## src/rtl/rsa_pkg.sv

```systemverilog
// rtl/rsa_pkg.sv - shared RSA mode encodings, sequencer states and width defaults
package rsa_pkg;

    localparam int RSA_KEY_W = 32;

    localparam logic [1:0] MODE_OFF     = 2'b00;
    localparam logic [1:0] MODE_KEYGEN  = 2'b01;
    localparam logic [1:0] MODE_DECRYPT = 2'b10;
    localparam logic [1:0] MODE_ENCRYPT = 2'b11;

    typedef enum logic [2:0] {
        ST_IDLE,
        ST_RX,
        ST_CHECK,
        ST_EXP_REQ,
        ST_EXP_WAIT,
        ST_TX
    } seq_state_t;

endpackage

```

## src/rtl/rsa_block_shifter.sv

```systemverilog
// rtl/rsa_block_shifter.sv - KEY_W block register with big-endian byte shift in/out and byte counter
module rsa_block_shifter #(
    parameter int KEY_W = 32
) (
    input  logic             clk,
    input  logic             rst,
    input  logic             clr,
    input  logic             load,
    input  logic [KEY_W-1:0] load_data,
    input  logic             shift_in,
    input  logic [7:0]       in_byte,
    input  logic             shift_out,
    output logic [KEY_W-1:0] block,
    output logic [7:0]       out_byte,
    output logic             last
);

    localparam int NB = KEY_W / 8;
    localparam int CW = (NB > 1) ? $clog2(NB) : 1;

    logic [CW-1:0] cnt;

    assign last     = (cnt == CW'(NB - 1));
    assign out_byte = block[KEY_W-1 -: 8];

    // Block register and byte counter; the counter wraps after the last byte so RX and TX share it.
    always_ff @(posedge clk or posedge rst) begin
        if (rst) begin
            block <= '0;
            cnt   <= '0;
        end else if (clr) begin
            block <= '0;
            cnt   <= '0;
        end else if (load) begin
            block <= load_data;
            cnt   <= '0;
        end else if (shift_in) begin
            block <= (block << 8) | KEY_W'(in_byte);
            cnt   <= last ? '0 : cnt + 1'b1;
        end else if (shift_out) begin
            block <= block << 8;
            cnt   <= last ? '0 : cnt + 1'b1;
        end
    end

endmodule

```

## src/rtl/rsa_crypt_sequencer.sv

```systemverilog
// rtl/rsa_crypt_sequencer.sv - sequences the modexp engine for encrypt/decrypt over the UART byte streams
module rsa_crypt_sequencer
    import rsa_pkg::*;
#(
    parameter int KEY_W = RSA_KEY_W,
    parameter int CNT_W = 16
) (
    input  logic             clk,
    input  logic             rst,
    input  logic [1:0]       mode,
    input  logic             start,
    input  logic [KEY_W-1:0] n_key,
    input  logic [KEY_W-1:0] e_key,
    input  logic [KEY_W-1:0] d_key,
    input  logic [7:0]       rx_data,
    input  logic             rx_valid,
    output logic             rx_ready,
    output logic             exp_start,
    output logic             exp_abort,
    output logic [KEY_W-1:0] exp_base,
    output logic [KEY_W-1:0] exp_exp,
    output logic [KEY_W-1:0] exp_mod,
    input  logic             exp_done,
    input  logic [KEY_W-1:0] exp_result,
    output logic [7:0]       tx_data,
    output logic             tx_valid,
    input  logic             tx_ready,
    output logic             busy,
    output logic             err,
    output logic [CNT_W-1:0] block_cnt
);

    seq_state_t state, state_nx;

    logic [1:0]       mode_q;
    logic             stop_pend;
    logic [KEY_W-1:0] block;
    logic [7:0]       sh_byte;
    logic             sh_last;
    logic             sh_clr, sh_load, sh_in, sh_out;

    logic start_req, key_ok, start_go, abort, stop_next, range_bad, rx_fire, tx_fire, in_run;

    assign start_req = (state == ST_IDLE) && start && mode[1];
    assign key_ok    = (n_key >= KEY_W'(2));
    assign start_go  = start_req && key_ok;
    assign abort     = (state != ST_IDLE) && (mode != mode_q);
    assign stop_next = stop_pend || start;
    assign range_bad = (block >= exp_mod);
    assign rx_fire   = rx_valid && rx_ready;
    assign tx_fire   = tx_valid && tx_ready;
    // States after the block is complete: a start here only requests a stop after this block.
    assign in_run    = (state == ST_CHECK) || (state == ST_EXP_REQ) ||
                       (state == ST_EXP_WAIT) || (state == ST_TX);
    assign exp_base  = block;

    rsa_block_shifter #(.KEY_W(KEY_W)) u_shifter (
        .clk       (clk),
        .rst       (rst),
        .clr       (sh_clr),
        .load      (sh_load),
        .load_data (exp_result),
        .shift_in  (sh_in),
        .in_byte   (rx_data),
        .shift_out (sh_out),
        .block     (block),
        .out_byte  (sh_byte),
        .last      (sh_last)
    );

    // State register.
    always_ff @(posedge clk or posedge rst) begin
        if (rst) begin
            state <= ST_IDLE;
        end else begin
            state <= state_nx;
        end
    end

    // Next-state: a mode change away from the latched mode overrides everything.
    always_comb begin
        state_nx = state;
        if (abort) begin
            state_nx = ST_IDLE;
        end else begin
            case (state)
                ST_IDLE:     if (start_go) state_nx = ST_RX;
                ST_RX: begin
                    if (start) state_nx = ST_IDLE;
                    else if (rx_fire && sh_last) state_nx = ST_CHECK;
                end
                ST_CHECK: begin
                    if (range_bad) state_nx = stop_next ? ST_IDLE : ST_RX;
                    else state_nx = ST_EXP_REQ;
                end
                ST_EXP_REQ:  state_nx = ST_EXP_WAIT;
                ST_EXP_WAIT: if (exp_done) state_nx = ST_TX;
                ST_TX:       if (tx_fire && sh_last) state_nx = stop_next ? ST_IDLE : ST_RX;
                default:     state_nx = ST_IDLE;
            endcase
        end
    end

    // Outputs and block-shifter controls decoded from the current state.
    always_comb begin
        rx_ready  = (state == ST_RX);
        exp_start = (state == ST_EXP_REQ);
        exp_abort = (state == ST_EXP_WAIT) && abort;
        tx_valid  = (state == ST_TX);
        tx_data   = (state == ST_TX) ? sh_byte : 8'h00;
        busy      = (state != ST_IDLE);
        sh_clr    = start_go;
        sh_load   = (state == ST_EXP_WAIT) && exp_done && !abort;
        sh_in     = (state == ST_RX) && rx_fire && !start && !abort;
        sh_out    = (state == ST_TX) && tx_fire && !abort;
    end

    // Key/mode latches, sticky error, stop request and completed-block counter.
    always_ff @(posedge clk or posedge rst) begin
        if (rst) begin
            mode_q    <= MODE_OFF;
            exp_exp   <= '0;
            exp_mod   <= '0;
            err       <= 1'b0;
            stop_pend <= 1'b0;
            block_cnt <= '0;
        end else begin
            if (start_req && !key_ok) begin
                err <= 1'b1;
            end
            if (start_go) begin
                mode_q    <= mode;
                exp_mod   <= n_key;
                exp_exp   <= (mode == MODE_ENCRYPT) ? e_key : d_key;
                err       <= 1'b0;
                stop_pend <= 1'b0;
                block_cnt <= '0;
            end
            if ((state == ST_CHECK) && range_bad && !abort) begin
                err <= 1'b1;
            end
            if (in_run && start) begin
                stop_pend <= 1'b1;
            end
            if ((state == ST_TX) && tx_fire && sh_last && !abort && (block_cnt != '1)) begin
                block_cnt <= block_cnt + 1'b1;
            end
        end
    end

endmodule

```

## config.mk

```make
export PLATFORM = sky130hd
export DESIGN_NAME = rsa_crypt_sequencer
export DESIGN_NICKNAME = d
export VERILOG_FILES = /design/src/rtl/rsa_pkg.sv /design/src/rtl/rsa_block_shifter.sv /design/src/rtl/rsa_crypt_sequencer.sv
export SDC_FILE = /design/constraint.sdc
export NUM_CORES = 1
export LEC_CHECK = 0
export CAP_MARGIN = 10
export CORE_MARGIN = 2
export CORE_UTILIZATION = 47
export CTS_BUF_LIST = sky130_fd_sc_hd__clkbuf_16
export CTS_CLUSTER_DIAMETER = 40
export CTS_CLUSTER_SIZE = 25
export DETAILED_ROUTE_END_ITERATION = 16
export GPL_TIMING_DRIVEN = 0
export PLACE_DENSITY = 0.86
export SETUP_SLACK_MARGIN = 0.5
export SLEW_MARGIN = 5
export SYNTH_ARGS = -nofsm -noshare
export SYNTH_HDL_FRONTEND = slang
export SYNTH_HIERARCHICAL = 1
export SYNTH_SLANG_ARGS = --single-unit
```

## constraint.sdc

```tcl
create_clock -name clk -period 4.2 [get_ports clk]
set_clock_uncertainty 0.15 [all_clocks]
set_input_delay 0.63 -clock clk [delete_from_list [all_inputs] [get_ports clk]]
set_output_delay 0.63 -clock clk [all_outputs]
set_load 0.005 [all_outputs]
```

# ---- Word level (Yosys, flattened, before mapping)
# Index checks and enable logic that the tools add are counted.
dict set report op_classes {
  mux 27
  reduce_logical 37
  add_sub_neg 2
  n_bitwise 1
  n_lt_le_gt_ge 2
  eq_ne 13
}
# op count
set ops {}
lappend ops {{32-bit two-way mux} 5}
lappend ops {{32-bit by 2-bit >= comparator with 1-bit output, second input constant} 1}
lappend ops {{32-bit >= comparator} 1}
lappend ops {{16-bit two-way mux} 2}
lappend ops {{32-bit by 8-bit OR with 32-bit output} 1}
lappend ops {{1-bit logical AND} 23}
lappend ops {{3-bit two-way mux} 6}
lappend ops {{3-bit one-hot mux with 6 select lines} 1}
lappend ops {{16-bit by 1-bit adder with 16-bit output, second input constant} 1}
lappend ops {{16-bit inequality test, second input constant} 1}
lappend ops {{2-bit two-way mux} 6}
lappend ops {{8-bit two-way mux} 1}
lappend ops {{3-bit by 2-bit equality test with 1-bit output, second input constant} 2}
lappend ops {{3-bit equality test, second input constant} 2}
lappend ops {{1-bit two-way mux} 6}
lappend ops {{3-bit inequality test, second input constant} 2}
lappend ops {{3-bit nonzero test} 2}
lappend ops {{2-bit equality test, second input constant} 2}
lappend ops {{1-bit logical OR} 4}
lappend ops {{4-bit by 2-bit inequality test with 1-bit output, second input constant} 1}
lappend ops {{4-bit AND reduction} 1}
lappend ops {{2-bit nonzero test} 2}
lappend ops {{4-bit nonzero test} 1}
lappend ops {{3-bit by 1-bit equality test with 1-bit output, second input constant} 1}
lappend ops {{5 further kinds} 7}
dict set report word_totals {
  wordCells 91
  register_bits 121
  inputBits 144
  out_inout_bits 126
}

# ---- Longest topological paths before layout
# Gate-level depths: netlist of the first run.
dict set report logic_depth {
  word_depth 8
  depth_mapped 13
  mapped_depth_nobuf 8
}

# ---- Hierarchy
# The synthesis of the first run kept the hierarchy.
# mod instances cells_per_inst area_per_inst_um2 seq_area_each_um2
set modules_own_cells {}
lappend modules_own_cells {rsa_crypt_sequencer 1 532 4873.4 2177.1}
lappend modules_own_cells {rsa_block_shifter 1 153 1722.9 850.8}

# ---- Least setup slack after synthesis of the first run
# Ideal clock, no wire load.
dict set report synth_path {
  path_kind {in2reg}
  from {input n_key[22]}
  to {register u_shifter.block[10]}
  arrival_time_ps 2484
  stages 11
  path_buffers 5
  setup_ps 135
  path_slack_ps 1431
  required_time_ps 3915
  cell_sequence {nor4_1 -> nand4_1 -> o21ai_1 -> inv_1 -> buf_2 -> buf_4 -> buf_4 -> nor4_4 -> buf_6 -> buf_6 -> o31ai_1}
}
dict set report synth_via {
  elab_chain_len 3
  elab_cells_between_ends 4
  classes_between {order compare (1); mux (1); reduce/logical (2)}
}
# element line_no
set synth_lines {}
lappend synth_lines {{start, declared} rsa_crypt_sequencer.sv:12} ;# input logic [KEY_W-1:0] n_key,
lappend synth_lines {{32-bit by 2-bit >= comparator with 1-bit output *} rsa_crypt_sequencer.sv:45} ;# assign key_ok = (n_key >= KEY_W'(2));
lappend synth_lines {{1-bit logical AND *} rsa_crypt_sequencer.sv:46} ;# assign start_go = start_req && key_ok;
lappend synth_lines {{named net sh_clr} rsa_crypt_sequencer.sv:40} ;# logic sh_clr, sh_load, sh_in, sh_out;
lappend synth_lines {{4-bit nonzero test (no line) / 32-bit two-way mux (equally long branches)} n/a}
lappend synth_lines {{end signal, assigned} rsa_block_shifter.sv:35} ;# block <= load_data;
lappend synth_lines {{end signal, assigned} rsa_block_shifter.sv:38} ;# block <= (block << 8) | KEY_W'(in_byte);
lappend synth_lines {{end signal, assigned} rsa_block_shifter.sv:41} ;# block <= block << 8;
lappend synth_lines {{end, declared} rsa_block_shifter.sv:13} ;# output logic [KEY_W-1:0] block,
# Mark *: on every way through the listed nets, which the timed path passes. The rest lies on a longest branch.
# A chain may end at the register's enable or synchronous reset.

# ---- Final worst setup path of the first run
dict set report layout_path {
  from {input n_key[16]}
  to {register u_shifter.block[13]}
}
# The elaborated chain is that of the path after synthesis.

==> results of run 1 <==
-- routing by layer --
| layer | GRT usage, % | vias to the layer above | share of wire, % | wire length (um) |
|---|---|---|---|---|
| met5 | 0 | - | 0.056 | 12 |
| met4 | 10.7 | 2 | 2.3 | 495 |
| met3 | 8.83 | 36 | 9.5 | 2040 |
| met2 | 48.6 | 301 | 49 | 10600 |
| met1 | 34.6 | 3016 | 39 | 8450 |
| li1 | - | 3002 | - | - |
-- placed cells by master, fill, tap and decap left out, types with 20 or more instances in the layout --
cell type / netlist / routed
dfrtp_1: 121 / 121
o21ai_1: 36 / 35
ha_1: 34 / 34
o21ai_0: 54 / 54
inv_1: 47 / 47
nand2_1: 110 / 110
mux2i_1: 57 / 57
nor2_1: 20 / 20
o31ai_1: 31 / 31
clkdlybuf4s50_1: 0 / 269
-- flip-flops by register name, summed over array words and instances, names as in the netlist --
| register | flops |
|---|---|
| mode_q | 2 |
| err | 1 |
| block_cnt | 16 |
| exp_exp | 32 |
| exp_mod | 32 |
| state | 3 |
| u_shifter/block | 32 |
| stop_pend | 1 |
| u_shifter/cnt | 2 |
-- per-stage QoR --
stage	setup TNS (ns)	setup WS (ns)	hold WS, ns	area (um2)	total power (uW)
3_5_place_dp	0	0.0667	0.319	9540	3480
2_1_floorplan	0	1.17	0.306	6600	2430
6_report	0	0.601	0.327	10200	5010
4_1_cts	0	0.598	0.331	10200	5030
3_3_place_gp	-31.23	-0.370	0.310	9510	3420
5_1_grt	0	0.501	0.350	10200	5290
-- worst reg2reg max path, delay by kind of cell (launching register included) --
family | cells | cell delay [ns]
AO/OA/AOI/OAI | 2 | 0.49
AND/OR/NAND/NOR | 3 | 0.69
buffers and inverters | 7 | 1.24
flip-flops | 1 | 0.37
-- Yosys cell counts (all sizes together) (5+ instances only) --
cell type / count / area (um2)
o21ai: 90 / 450
mux2i: 57 / 571
nor4: 10 / 83.8
nor2: 20 / 75.1
and3: 16 / 100
clkbuf: 13 / 53.8
nor3: 5 / 30.0
buf: 34 / 250
a21oi: 13 / 65.1
ha: 34 / 425
inv: 47 / 176
nand4: 9 / 56.3
nand2: 110 / 413
a222oi: 8 / 80.1
dfrtp: 121 / 3030
o31ai: 31 / 233
nand3: 16 / 80.1
a22o: 5 / 43.8
-- repair_timing --
action	in CTS	in global routing
resized for setup	1	1
setup endpoints to repair	32	29
hold buffers	0	0
-- worst max-delay path by stage --
stage / start / to / cells past startpoint
6_report: n_key[16] / u_shifter/block[13] / 13
3_5_place_dp: n_key[16] / u_shifter/block[26] / 13
4_1_cts: n_key[16] / u_shifter/block[13] / 13
5_1_grt: n_key[16] / u_shifter/block[26] / 13
3_3_place_gp: rst / exp_mod[16] / 2
2_1_floorplan: rst / block_cnt[0] / 1
-- power groups by stage --
| stage | combinational, uW | clock [uW] | sequential [uW] |
|---|---|---|---|
| after detailed placement | 1770 | 0 | 1710 |
| after global routing | 1970 | 1600 | 1730 |
| final | 1790 | 1530 | 1700 |
| after global placement | 1720 | 0 | 1700 |
| after CTS | 1790 | 1540 | 1700 |
| after floorplan | 734 | 0 | 1690 |
-- cell type report --
cell class,count,area share (%)
timing repair buffer,270,26.8
tap,180,2.22
multi-input combinational,470,30.5
inverter,47,1.76
clock inverter,15,1.81
buffer,47,2.99
clock buffer,17,4.19
sequential,121,29.8
-- logic make-up after synthesis --
logic type / share of synthesized area, %
AOI/OAI and AO/OA: 15.4
adders and majority gates: 6.45
xor gates and xnor gates: 0.929
DFF: 45.9
buffers and inverters: 7.28
and+or+nand+nor: 15.4
muxes: 8.65
==> run summary, run 1 <==
Reg2reg start: state[0]
CP top delay family: buffers and inverters
H-tree levels: 4
Final Hold Viols: 0
# nets final: 1152
First DRT Iteration DRCs: 504
DRC viols: 0
Starting Density: 47.9%
Synth cell types: 52
Int Pwr: 3450 uW
Clk_lat worst skew: 0.43 ns
Initial antenna violation count: 1
FF-to-FF setup slack: 1.13 ns
Clock power share: 30.5%
Critical path startpoint category: input port
Multi-input logic area: 3100 um2
CP endpoint kind: flop
Maximum clock rate: 0.278 GHz
Buf/Inv on CP: 7
GP Congestion: 0.939
Max_slew headroom: 50.3%
Layout cells sized above 1: 7.60%
Die area: 15000 um2
Post-CTS setup buffers: 0
Hold wc startpoint: exp_exp[8]
Post-detail-place hpwl: 16200 um
Clk root buf: clkbuf_16
WHS Path Cells: 2
Max Buffers Root-to-Sink: 2
Yosys warns: 6
Crit-path max FO: 11
Part of the cycle the worst path needs: 85.7%
Pre-antenna DRT Iters: 5
Slowest cell on crit path: clkdlybuf4s50_1
Status: finished clean
Critical-path cell list: clkdlybuf4s50_1 > nor4_1 > nand4_1 > o21ai_4 > inv_1 > buf_2 > buf_4 > buf_4 > nor4_4 > buf_6 > buf_6 > nand2_1 > o31ai_1
Post-synthesis cell area: 6600 um2
CTS tree: built
Net Sw Frac: 31.1%
Gr ovfl total: 0
Syn nets: 863
Std cell rows: 43
First-pass GRT wire length: 32500 um
Sequential fraction of design power: 33.9%
Fillers: 975
Area growth from synthesis to layout: 54.1%
Max incr delay on CP: 0.50 ns
FF+latch area: 3030 um2
Post-placement cell count: 1135
Vias per inst: 5.45
Final min period: 3.60 ns
Setup CP Type: input port to flop
Final Routed Wirelength: 21600 um
Cells after Synth: 685
Combinational group share of total power: 35.7%
Largest net degree at the start of global routing: 48
Hold Path Sink: exp_exp[8]
# diodes: 0
Post-route antenna net violation count: 0
Syn avg cell area: 9.63 um2
Yosys reg bits: 121
Finished Core Util: 73.8%
Slew @ Worst Pin: 0.745 ns
Non-Filler Instances: 1167
Worst vdd ir: 0.270 mV
CP arrival: 3.77 ns
Num CTS Buffers: 17
PortBufs: 269
Clk sink count: 121
R2r endpoint: u_shifter/block[6]
GRT Resource Usage Total: 28.8%
Final Max Slew Viols: 0
Static leakage: 0.00462 uW
Sequential area share after synthesis: 45.9%
Number of flops mapped to enable cells by yosys: 0
Switching pwr: 1560 uW
RSZ-0062 raised after global routing: no
Top_reg_cell synth: dfrtp_1
DR vias: 6357
I/O Pins: 270
Fraction of registers with async set/reset: 100%
Worst hold path type: flop to flop
Worst EP required: 4.38 ns
Clock Pin Slew Worst Setup and Hold Paths: 0.05 ns
Die X: 122 um
Final setup viols: 0
Vias in the first global route: 6114
Die H: 122 um
Pwr dens: 493 nW/um2
Avg WL per Cell: 18.5 um
Max-Cap Viols: 0
Core area: 13800 um2
R2R depth: 12
(Power assumes the default switching activity.)
==> inputs of run 2 (changes only) <==
Settings changed: SLEW_MARGIN 5 to unset.
==> run 2 against run 1 <==
Net effect:
- flip-flop and latch count unchanged
- fmax up 0.91%
- critical path type unchanged
- cell area up 0.55%
==> run summary, run 2 (synthesis gave the netlist of run 1 again) <==
Max Buffers Root-to-Sink: 2 (unchanged)
CP endpoint kind: flop (unchanged)
Die H: 122 um (unchanged)
Post-detail-place hpwl: 16300 um (was 16200 um)
Reg2reg start: state[1] (was state[0])
Status: finished clean (unchanged)
Hold Path Sink: exp_exp[8] (unchanged)
Pre-antenna DRT Iters: 5 (unchanged)
Max-Cap Viols: 0 (unchanged)
H-tree levels: 4 (unchanged)
Setup CP Type: input port to flop (unchanged)
Num CTS Buffers: 17 (unchanged)
Worst EP required: 4.37 ns (was 4.38 ns)
Clk sink count: 121 (unchanged)
Clock Pin Slew Worst Setup and Hold Paths: 0.06 ns (was 0.05 ns)
Cts hold-fix bufs: 0 (unchanged)
Area growth from synthesis to layout: 55.0% (was 54.1%)
RSZ-0062 raised after global routing: no (unchanged)
Most frequent cells in the layout: 269 x clkdlybuf4s50_1, 121 x dfrtp_1, 110 x nand2_1 (unchanged)
Part of the cycle the worst path needs: 84.9% (was 85.7%)
Final Max Slew Viols: 0 (unchanged)
CP arrival: 3.73 ns (was 3.77 ns)
Static leakage: 0.00464 uW (was 0.00462 uW)
Pre-CTS WS: 0.0841 ns (was 0.0667 ns)
First DRT Iteration DRCs: 549 (was 504)
Pwr dens: 496 nW/um2 (was 493 nW/um2)
Vias per inst: 5.48 (was 5.45)
Die X: 122 um (unchanged)
Avg WL per Cell: 18.4 um (was 18.5 um)
Fillers: 956 (was 975)
Hold_ws: 0.327 ns (about the same)
Initial antenna violation count: 0 (was 1)
Core area: 13800 um2 (unchanged)
Setup TNS: 0 ns (unchanged)
Gr ovfl total: 0 (unchanged)
Post-route antenna net violation count: 0 (unchanged)
Die area: 15000 um2 (unchanged)
Final Hold Viols: 0 (unchanged)
WL met2: 10700 um (was 10600 um)
Metal-1 WL: 8140 um (was 8450 um)
Crit-path max FO: 11 (unchanged)
Starting Density: 47.9% (unchanged)
Layout cells sized above 1: 7.59% (was 7.60%)
Critical path startpoint category: input port (unchanged)
WHS Path Cells: 2 (unchanged)
GP Congestion: 0.939 (unchanged)
Clk_lat worst skew: 0.42 ns (was 0.43 ns)
Final Routed Wirelength: 21500 um (was 21600 um)
Uppermost layer routed: met4 (was met5)
Leading registers by flop count: exp_exp (32), exp_mod (32), u_shifter/block (32) (unchanged)
Clk root buf: clkbuf_16 (unchanged)
DRC viols: 0 (unchanged)
DR vias: 6403 (was 6357)
Metal3 WL: 2200 um (was 2040 um)
Maximum clock rate: 0.280 GHz (was 0.278 GHz)
# nets final: 1153 (was 1152)
Max_slew headroom: 50.9% (was 50.3%)
Std cell rows: 43 (unchanged)
I/O Pins: 270 (unchanged)
GRT Resource Usage Total: 28.7% (was 28.8%)
FF-to-FF setup slack: 1.17 ns (was 1.13 ns)
PortBufs: 269 (unchanged)
R2r endpoint: u_shifter/block[0] (was u_shifter/block[6])
R2R depth: 12 (unchanged)
Slew @ Worst Pin: 0.736 ns (was 0.745 ns)
Critical path origin: n_key[16] (unchanged)
Commonest non-fill, non-tap cell in the layout: clkdlybuf4s50_1 (unchanged)
Final setup viols: 0 (unchanged)
Vias in the first global route: 6236 (was 6114)
Final min period: 3.57 ns (was 3.60 ns)
Worst vdd ir: 0.282 mV (was 0.270 mV)
PnR worst setup slack: 0.633 ns (was 0.601 ns)
Worst hold path type: flop to flop (unchanged)
Largest net degree at the start of global routing: 48 (unchanged)
# diodes: 0 (unchanged)
Hold wc startpoint: exp_exp[8] (unchanged)
First-pass GRT wire length: 32700 um (was 32500 um)
CTS tree: built (unchanged)
-- run 2: cell types whose count changed in the layout (fill, tap and decap cells not counted), sizes merged --
cell,delta
bufinv,+1
clkinv,-1
buf,+1
-- run 2: layout make-up --
class	instances	area, um2	area share (%)
flip-flops and latches	121	3030	29.6
multi-input cells	470	3110	30.4
clock inverters	15	208	2.03
repair buffers	271	2740	26.8
well taps	180	225	2.20
inverters	47	179	1.75
clock buffers	17	425	4.16
plain buffers	47	304	2.97
-- run 2: power breakdown --
| group | leakage [uW] | switching (uW) | internal, uW | total [uW] |
|---|---|---|---|---|
| combinational | 0.00275 | 792 | 997 | 1790 |
| sequential | 0.00157 | 222 | 1470 | 1700 |
| clock | 0.000311 | 543 | 1040 | 1590 |
| total | 0.00464 | 1560 | 3510 | 5070 |
-- run 2: critical path, stage by stage --
cell and delay [ns]:
clkdlybuf4s50_1 0.49, nor4_1 0.45, nand4_1 0.31, o21ai_4 0.31, inv_1 0.08, buf_2 0.20, buf_4 0.22, buf_4 0.19
nor4_4 0.31, buf_6 0.20, buf_6 0.16, nand2_1 0.07, o31ai_1 0.08
-- run 2: per-layer routing --
metal,vias up,track usage [%]
met5,-,0
met4,0,11.3
met3,39,8.41
met2,321,49.3
met1,3040,33.9
li1,3003,-
-- run 2: worst max path at each step --
stage / end / slack (ns)
3_3_place_gp: exp_mod[16] / -0.37
6_report: u_shifter/block[24] / 0.63
4_1_cts: u_shifter/block[12] / 0.50
3_5_place_dp: u_shifter/block[6] / 0.08
2_1_floorplan: block_cnt[0] / 1.17
5_1_grt: u_shifter/block[19] / 0.53
-- run 2: timing repair --
| action | 4_1_cts | 5_1_grt |
|---|---|---|
| buffers inserted | 0 | 0 |
| gates resized for setup | 0 | 4 |
| endpoints found under the setup margin | 0 | 32 |
-- run 2: stage by stage --
stage	utilization [%]	area [um2]	cells	power, uW
6_report	74.2	10200	1168	5070
5_1_grt	74.2	10200	1168	5350
4_1_cts	74.0	10200	1168	5090
3_5_place_dp	69.4	9560	1136	3480
3_3_place_gp	69.1	9510	1134	3420
2_1_floorplan	-	6600	685	2430
==> inputs of run 3 (changes only) <==
Settings changed: CORE_UTILIZATION 47 to 44, PLACE_DENSITY 0.86 to 0.82.
Clock period 4.2 ns to 3.72 ns, I/O delays scaled along.
==> run 3 against run 2 <==
Net effect:
- core utilization down 4.3 points
- critical path depth down 2
- non-clock buffer count is 3 higher
- largest power group unchanged
- hold slack improved by 0.00093 ns
- flip-flop and latch count unchanged
- cell area fell by 0.15%
- critical endpoint is now u_shifter/block[2]
==> run summary, run 3 (synthesis gave the netlist of run 1 again) <==
GRT Resource Usage Total: 26.9% (was 28.7%)
Starting Density: 45.2% (was 47.9%)
Cts hold-fix bufs: 0 (unchanged)
Placed cell area: 9580 um2 (was 9560 um2)
Post-route antenna net violation count: 0 (unchanged)
Hold Path Sink: exp_exp[3] (was exp_exp[8])
Avg WL per Cell: 18.5 um (was 18.4 um)
CP top delay family: buffers and inverters (unchanged)
Pre-CTS WS: -0.451 ns (was 0.0841 ns)
Critical-path cell list: clkdlybuf4s50_1 > nor4_2 > nand4_1 > o21ai_4 > inv_1 > clkbuf_4 > buf_6 > buf_4 > nor3b_2 > a222oi_1 > inv_1 (was clkdlybuf4s50_1 > nor4_1 > nand4_1 > o21ai_4 > inv_1 > buf_2 > buf_4 > buf_4 > nor4_4 > buf_6 > buf_6 > nand2_1 > o31ai_1)
Vias in the first global route: 6327 (was 6236)
Std cell rows: 44 (was 43)
Part of the cycle the worst path needs: 82.9%
Largest net degree at the start of global routing: 52 (was 48)
Worst vdd ir: 0.319 mV (was 0.282 mV)
Final setup viols: 0 (unchanged)
Max-Cap Viols: 0 (unchanged)
Max incr delay on CP: 0.48 ns (was 0.49 ns)
First-pass GRT wire length: 33700 um (was 32700 um)
Crit-path most repeated cell: inv_1
DR vias: 6404 (was 6403)
Clk sink count: 121 (unchanged)
Fillers: 1120 (was 956)
Static leakage: 0.00463 uW (was 0.00464 uW)
Area growth from synthesis to layout: 54.7% (was 55.0%)
Max_slew headroom: 50.0% (was 50.9%)
R2R depth: 13 (was 12)
Die H: 126 um (was 122 um)
CP endpoint kind: flop (unchanged)
# diodes: 0 (unchanged)
Final Max Slew Viols: 0 (unchanged)
Post-detail-place hpwl: 16700 um (was 16300 um)
Critical path startpoint category: input port (unchanged)
Status: finished clean (unchanged)
PnR worst setup slack: 0.636 ns (was 0.633 ns)
DRC viols: 0 (unchanged)
Post-placement cell count: 1140 (was 1136)
# nets final: 1156 (was 1153)
Post-route cell area: 10200 um2 (about the same)
CTS tree: built (unchanged)
Setup CP Type: input port to flop (unchanged)
Reg2reg start: state[0] (was state[1])
Pre-antenna DRT Iters: 7 (was 5)
Die area: 16000 um2 (was 15000 um2)
Initial antenna violation count: 0 (unchanged)
Worst hold path type: flop to flop (unchanged)
Slew @ Worst Pin: 0.751 ns (was 0.736 ns)
Hold_ws: 0.328 ns (was 0.327 ns)
Commonest non-fill, non-tap cell in the layout: clkdlybuf4s50_1 (unchanged)
Slowest cell on crit path: nor3b_2 (was clkdlybuf4s50_1)
Gr ovfl total: 0 (unchanged)
FF-to-FF setup slack: 0.75 ns (was 1.17 ns)
Crit-path max FO: 11 (unchanged)
Setup TNS: 0 ns (unchanged)
Num CTS Buffers: 17 (unchanged)
Core area: 14600 um2 (was 13800 um2)
Hold wc startpoint: exp_exp[3] (was exp_exp[8])
WHS Path Cells: 2 (unchanged)
Max Buffers Root-to-Sink: 2 (unchanged)
Non-Filler Instances: 1175 (was 1168)
Most frequent cells in the layout: 269 x clkdlybuf4s50_1, 121 x dfrtp_1, 110 x nand2_1 (unchanged)
PortBufs: 269 (unchanged)
Clk root buf: clkbuf_16 (unchanged)
Buf/Inv on CP: 6 (was 7)
Clock Pin Slew Worst Setup and Hold Paths: 0.05 ns (was 0.06 ns)
Final Routed Wirelength: 21700 um (was 21500 um)
Worst EP required: 3.92 ns (was 4.37 ns)
Layout cells sized above 1: 8.07% (was 7.59%)
CP arrival: 3.28 ns (was 3.73 ns)
Final min period: 3.08 ns
GP Congestion: 0.890 (was 0.939)
Die X: 126 um (was 122 um)
H-tree levels: 4 (unchanged)
Leading registers by flop count: exp_exp (32), exp_mod (32), u_shifter/block (32) (unchanged)
R2r endpoint: u_shifter/block[2] (was u_shifter/block[0])
Clk_lat worst skew: 0.41 ns (was 0.42 ns)
First DRT Iteration DRCs: 385 (was 549)
Pwr dens: 538 nW/um2 (was 496 nW/um2)
Maximum clock rate: 0.324 GHz
Final Hold Viols: 0 (unchanged)
RSZ-0062 raised after global routing: no (unchanged)
I/O Pins: 270 (unchanged)
Vias per inst: 5.45 (was 5.48)
## run 3: changes by cell type in the layout (fill, tap and decap cells not counted), sizes merged
cell      delta
clkbuf       +1
inv          -1
bufinv       -3
buf          +2
clkinv       +5
clkinvlp     -1
## run 3: how the worst max path moves through the flow
stage | from | end | cells after the start
finish | n_key[6] | u_shifter/block[2] | 11
global route | mode[1] | u_shifter/block[2] | 12
CTS | n_key[4] | u_shifter/block[10] | 13
detailed placement | n_key[16] | u_shifter/block[10] | 13
global placement | rst | exp_mod[18] | 2
floorplan | rst | block_cnt[0] | 1
## run 3: what timing repair did
action / CTS / global route
pin swaps: 3 / 6
resized for setup: 4 / 7
buffers inserted: 2 / 1
setup endpoints to repair: 34 / 32
## run 3: per-stage QoR
step | util [%] | total power (uW)
after floorplan | - | 2740
after global placement | 65.2 | 3870
after detailed placement | 65.6 | 3940
after CTS | 69.6 | 5500
after global routing | 70.0 | 5810
final | 70.0 | 5490
## run 3: final cells by class
type / count / area (um2) / area share [%]
multi-input cells: 470 / 3150 / 30.8
flip-flops and latches: 121 / 3030 / 29.7
repair buffers: 274 / 2770 / 27.1
clock buffers: 17 / 425 / 4.17
plain buffers: 47 / 310 / 3.04
well taps: 184 / 230 / 2.26
inverters: 47 / 179 / 1.75
clock inverters: 15 / 118 / 1.15
## run 3: routing by layer
metal  GRT usage, %  up-vias  wire (um)
li1               -     3020          -
met1           32.2     3041       8540
met2           47.1      320      10800
met3           7.55       23       2000
met4           7.95        0        341
met5              0        -          0
## run 3: worst register-to-register path, stage by stage (launching register included)
cell	delay, ns
dfrtp_1	0.36
buf_2	0.17
nor3_2	0.31
and3_1	0.30
o21ai_4	0.08
inv_1	0.07
clkbuf_4	0.22
buf_6	0.20
buf_4	0.21
nor4_4	0.06
buf_6	0.16
buf_4	0.14
a222oi_1	0.35
inv_1	0.08
## run 3: power breakdown
part	switching, uW	total [uW]	internal, uW	leakage, uW
sequential	252	1920	1670	0.00157
combinational	909	2050	1140	0.00279
clock	572	1530	958	0.000274
total	1730	5490	3760	0.00463
